--- config.mk ---
export PLATFORM = sky130hd
export DESIGN_NAME = cdb_rr_arbiter
export DESIGN_NICKNAME = d
export VERILOG_FILES = /design/src/rtl/cdb_rr_arbiter.sv
export SDC_FILE = /design/constraint.sdc
export NUM_CORES = 1
export LEC_CHECK = 0
export ABC_CLOCK_PERIOD_IN_PS = 3700
export CORE_AREA = 2 2 99 101
export DETAILED_ROUTE_END_ITERATION = 6
export DIE_AREA = 0 0 101 103
export PLACE_DENSITY = 0.91
export SKIP_CTS_REPAIR_TIMING = 1
export SYNTH_ARGS = -nofsm -noshare
export SYNTH_HDL_FRONTEND = slang
export SYNTH_SLANG_ARGS = --single-unit
--- constraint.sdc ---
create_clock -name clk -period 3.7 [get_ports clk]
set_input_delay 0.74 -clock clk [delete_from_list [all_inputs] [get_ports clk]]
set_output_delay 0.74 -clock clk [all_outputs]
set_load 0.1 [all_outputs]
--- src/rtl/cdb_rr_arbiter.sv ---
// rtl/cdb_rr_arbiter.sv - Common Data Bus round-robin arbiter with registered broadcast stage
// Optional per-source grant / conflict performance counters under CDB_PERF_CNT_EN.
module cdb_rr_arbiter #(
  parameter int NUM_SRC     = 4,
  parameter int BW_TAG      = 1,
  parameter int BW_DATA     = 32,
  parameter int BW_SRC      = $clog2(NUM_SRC),
  parameter int BW_PERF_CNT = 16
) (
  input  logic                           clk,
  input  logic                           rst_n,
  input  logic [NUM_SRC-1:0]             i_src_valid,
  output logic [NUM_SRC-1:0]             i_src_ready,
  input  logic [NUM_SRC*BW_TAG-1:0]      i_src_tag,
  input  logic [NUM_SRC*BW_DATA-1:0]     i_src_data,
  input  logic                           i_flush,
  output logic                           o_cdb_valid,
  output logic [BW_TAG-1:0]              o_cdb_tag,
  output logic [BW_DATA-1:0]             o_cdb_data,
  output logic [BW_SRC-1:0]              o_cdb_src,
  output logic [NUM_SRC*BW_PERF_CNT-1:0] o_perf_grant_cnt,
  output logic [BW_PERF_CNT-1:0]         o_perf_conflict_cnt
);

  localparam int SW = BW_SRC + 1;

  logic [BW_SRC-1:0]  ptr;
  logic [BW_SRC-1:0]  win;
  logic [BW_SRC-1:0]  idx;
  logic [SW-1:0]      sum;
  logic               any_valid;
  logic               grant;
  logic [BW_TAG-1:0]  tag_arr  [NUM_SRC];
  logic [BW_DATA-1:0] data_arr [NUM_SRC];

  for (genvar g = 0; g < NUM_SRC; g++) begin : g_unpack
    assign tag_arr[g]  = i_src_tag[g*BW_TAG +: BW_TAG];
    assign data_arr[g] = i_src_data[g*BW_DATA +: BW_DATA];
  end

  // Scan from ptr upward, wrapping; the first valid source wins.
  always_comb begin
    win       = '0;
    idx       = '0;
    sum       = '0;
    any_valid = 1'b0;
    for (int i = 0; i < NUM_SRC; i++) begin
      sum = {1'b0, ptr} + SW'(i);
      if (sum >= SW'(NUM_SRC)) sum = sum - SW'(NUM_SRC);
      idx = sum[BW_SRC-1:0];
      if (!any_valid && i_src_valid[idx]) begin
        any_valid = 1'b1;
        win       = idx;
      end
    end
  end

  // Ready is only raised at a valid winner, so grant implies transfer.
  assign grant = rst_n & ~i_flush & any_valid;

  always_comb begin
    i_src_ready = '0;
    if (grant) i_src_ready[win] = 1'b1;
  end

  always_ff @(posedge clk) begin
    if (!rst_n) begin
      o_cdb_valid <= 1'b0;
      o_cdb_tag   <= '0;
      o_cdb_data  <= '0;
      o_cdb_src   <= '0;
      ptr         <= '0;
    end else begin
      o_cdb_valid <= grant;
      if (grant) begin
        o_cdb_tag  <= tag_arr[win];
        o_cdb_data <= data_arr[win];
        o_cdb_src  <= win;
        ptr        <= (win == BW_SRC'(NUM_SRC - 1)) ? '0 : win + BW_SRC'(1);
      end
    end
  end

`ifdef CDB_PERF_CNT_EN
  logic                   multi;
  logic                   seen;
  logic [BW_PERF_CNT-1:0] grant_cnt [NUM_SRC];
  logic [BW_PERF_CNT-1:0] conflict_cnt;

  always_comb begin
    seen  = 1'b0;
    multi = 1'b0;
    for (int i = 0; i < NUM_SRC; i++) begin
      if (i_src_valid[i]) begin
        if (seen) multi = 1'b1;
        seen = 1'b1;
      end
    end
  end

  // Counters saturate at all-ones rather than wrapping.
  always_ff @(posedge clk) begin
    if (!rst_n) begin
      for (int k = 0; k < NUM_SRC; k++) grant_cnt[k] <= '0;
      conflict_cnt <= '0;
    end else begin
      for (int k = 0; k < NUM_SRC; k++) begin
        if (grant && win == BW_SRC'(k) && grant_cnt[k] != '1)
          grant_cnt[k] <= grant_cnt[k] + BW_PERF_CNT'(1);
      end
      if (multi && !i_flush && conflict_cnt != '1)
        conflict_cnt <= conflict_cnt + BW_PERF_CNT'(1);
    end
  end

  for (genvar g = 0; g < NUM_SRC; g++) begin : g_perf_pack
    assign o_perf_grant_cnt[g*BW_PERF_CNT +: BW_PERF_CNT] = grant_cnt[g];
  end
  assign o_perf_conflict_cnt = conflict_cnt;
`else
  assign o_perf_grant_cnt    = '0;
  assign o_perf_conflict_cnt = '0;
`endif

endmodule

==> impl_metrics.json <==
{
  "diodes": 0,
  "multi_input_area_sq_um": 1763,
  "clock_latency_ns": 0.28,
  "nNetsFinal": 653,
  "power_frac_comb_pct": 64.4,
  "pre_cts_ws_ns": 0.2836,
  "register_area_sq_um": 760.7,
  "p_leak_nw": 1.951,
  "drt-vias-per-instance": 4.652,
  "root_buffer": "clkbuf_8",
  "drc": 0,
  "coreArea_sq_um": 9459,
  "tns_ns": 0,
  "dp_hpwl_mm": 7.504,
  "grt-ovfl-total": 0,
  "cp_max_fo": 24,
  "cts.sinks": 38,
  "required_ns": 2.96,
  "hold_depth": 2,
  "grt_pass1_vias": 2769,
  "intPower_mw": 0.9692,
  "r2r-end": "o_cdb_data[3]$_SDFFE_PN0P_",
  "path_class": "input pin to primary output",
  "yosys-top-cells-area": "dfxtp_1 25%, buf_4 20%, mux2i_1 15%, o221ai_2 9.0%, nand2_1 5.2%",
  "syn_area_per_cell_sq_um": 8.704,
  "p_clk_share_pct": 12.4,
  "drt-total-wl_mm": 9.394,
  "synth_top_area_share_pct": 25.26,
  "min_to": "o_cdb_src[0]$_SDFFE_PN0P_",
  "tightestPinTransition_ns": 1.030,
  "dieArea_sq_um": 10400,
  "syn_area_sq_um": 3012,
  "grt_max_degree": 41,
  "setup_viol": 0,
  "grt_usage_pct": 16.29,
  "mostFrequentLayoutCells": "174 x clkdlybuf4s50_1, 80 x conb_1, 44 x mux2i_1",
  "htreeDepth": 2,
  "cp_slowest_cell": "or4b_1",
  "ys_types": 31,
  "die_h_um": 103,
  "final_common_cell": "clkdlybuf4s50_1",
  "fin_crit_sh_pct": 92.41,
  "outcome": "finished, final reports clean",
  "routabilityCongestion": 0.7973,
  "port_buffers": 178,
  "cts_made_buffers": 5,
  "endpoint_kind": "primary output",
  "max_cap_viol_count": 0,
  "max_slew_margin_pct": 31.11,
  "antenna_left": 0,
  "drt-initial-drc-count": 44,
  "reg2reg_from": "ptr[0]$_SDFFE_PN0P_",
  "drt_first_pass_iters": 4,
  "p_switching_mw": 1.190,
  "seq_power_share_pct": 23.2,
  "slowest_delay_ns": 0.53,
  "cts_tree": "built",
  "ys_seq_area_share_pct": 25.26,
  "finalHoldViolCount": 0,
  "reg2reg_depth": 7,
  "cp.arrival_ns": 2.68,
  "ys_ff_latch": 38,
  "rsz0062_at_grt": "false",
  "skew_ns": 0.009502,
  "io_pins": 259,
  "cpLargestDelayFamily": "simple AND/OR/NAND/NOR gates",
  "antenna_found_initial": 0,
  "yosys_warnings": 0,
  "hold_class": "flop to flop",
  "power_switching_share_pct": 55.10,
  "p_per_area_nw_per_um2": 459.1,
  "grt_pass1_wl_mm": 13.20,
  "setup_ws_ns": 0.2807,
  "postSynthCellCount": 346,
  "clockBufferDepth": 2,
  "cp-start-kind": "input pin",
  "rows": 36,
  "power_mw": 2.159,
  "syn2layout_area_growth_pct": 56.13,
  "path_clk_slew_ns": 0.07,
  "crit_chain": "clkdlybuf4s50_1 > nor2_1 > or4b_1 > and2_1 > buf_4 > and3_1 > buf_12",
  "clock.fmax_mhz": 292.5,
  "finalMaxSlewViolations": 0,
  "hp-start": "o_cdb_src[0]$_SDFFE_PN0P_",
  "vdd_drop_max_mv": 0.2165,
  "r2r_slack_ns": 1.60,
  "vias": 2917,
  "initial_core_util_pct": 31.84,
  "fillers": 906,
  "wl_per_cell_um": 14.98,
  "fp.dieW_um": 101,
  "yosys.area.top_type": "dfxtp_1",
  "crit_buf_inv": 3,
  "fin_crit_ns": 3.419,
  "drive_gt1_share_pct": 8.772
}
==> metrics by stage <==
step	hold WS, ns	instance area [sq um]	util, %	std cells
2_1_floorplan	0.4362	3313	-	425
3_3_place_gp	0.4317	4626	48.90	620
3_5_place_dp	0.4383	4626	48.90	620
4_1_cts	0.4504	4702	49.71	627
5_1_grt	0.4847	4702	49.71	627
6_report	0.4451	4702	49.71	627
==> power groups by stage <==
stage | logic, mW | clock network (mW) | registers (mW)
floorplan | 0.733 | 0 | 0.903
global placement | 1.38 | 0 | 0.508
detailed placement | 1.39 | 0 | 0.509
CTS | 1.40 | 0.285 | 0.501
global route | 1.44 | 0.303 | 0.510
finish | 1.39 | 0.267 | 0.502
==> worst max path at each step <==
| stage | from | end | slack (ns) | cells past startpoint |
|---|---|---|---|---|
| after CTS | i_src_valid[3] | i_src_ready[2] | 0.28 | 7 |
| after global placement | i_src_valid[3] | i_src_ready[3] | 0.29 | 8 |
| after detailed placement | i_src_valid[1] | i_src_ready[2] | 0.28 | 7 |
| final | i_src_valid[3] | i_src_ready[2] | 0.28 | 7 |
| after global routing | i_src_valid[1] | i_src_ready[3] | 0.22 | 8 |
| after floorplan | i_src_valid[0] | i_src_ready[1] | 0.15 | 9 |
==> synthesized netlist by cell type <==
cell       n
nand2_2    1
clkbuf_1  17
a21boi_0   1
nand2_4    1
nand2_1   42
a211o_1    1
nor4_1     1
buf_6      5
a22o_1    11
buf_4     82
and3_1     1
nor2_1     4
buf_1      1
nand3_1   23
o221ai_1  15
or4b_1     1
ha_1       1
o221ai_2  18
mux2i_1   44
o211ai_1  11
clkinv_2   1
dfxtp_1   38
nor2b_1    5
inv_1     11
and2_1     3
o21ai_0    1
inv_2      1
or4_1      1
buf_2      2
o21bai_1   1
conb_1     1
==> per-layer routing <==
layer  track usage (%)  up-vias  wire, um
met5                 0        -         0
met4             5.301        0       129
met3             3.458       10       549
met2             32.46      124      5212
met1             16.84     1383      3503
li1                  -     1400         -
==> registers in the layout (all words and copies together) (netlist names) <==
name,flops
o_cdb_tag,1
o_cdb_data,32
o_cdb_src,2
o_cdb_valid,1
ptr,2
==> layout make-up <==
class,instances,area share [%]
timing repair buffer,188,40.61
multi-input combinational,267,37.49
sequential,38,16.18
tap,114,3.034
clock buffer,7,1.623
inverter,13,1.064
==> worst min-delay path, delay by kind of cell (launching register included) <==
kind             cells  cell delay, ns
and+or+nand+nor      2            0.09
DFF                  1            0.31
==> cell families after synthesis <==
| family | share of synthesized area [%] |
|---|---|
| muxes | 14.62 |
| DFF | 25.26 |
| AOI/OAI and AO/OA | 20.23 |
| and+or+nand+nor | 12.80 |
| adders and majority gates | 0.4154 |
| buffers and inverters | 26.55 |
| other | 0.1245 |
Power figures use the tool's default switching activity.
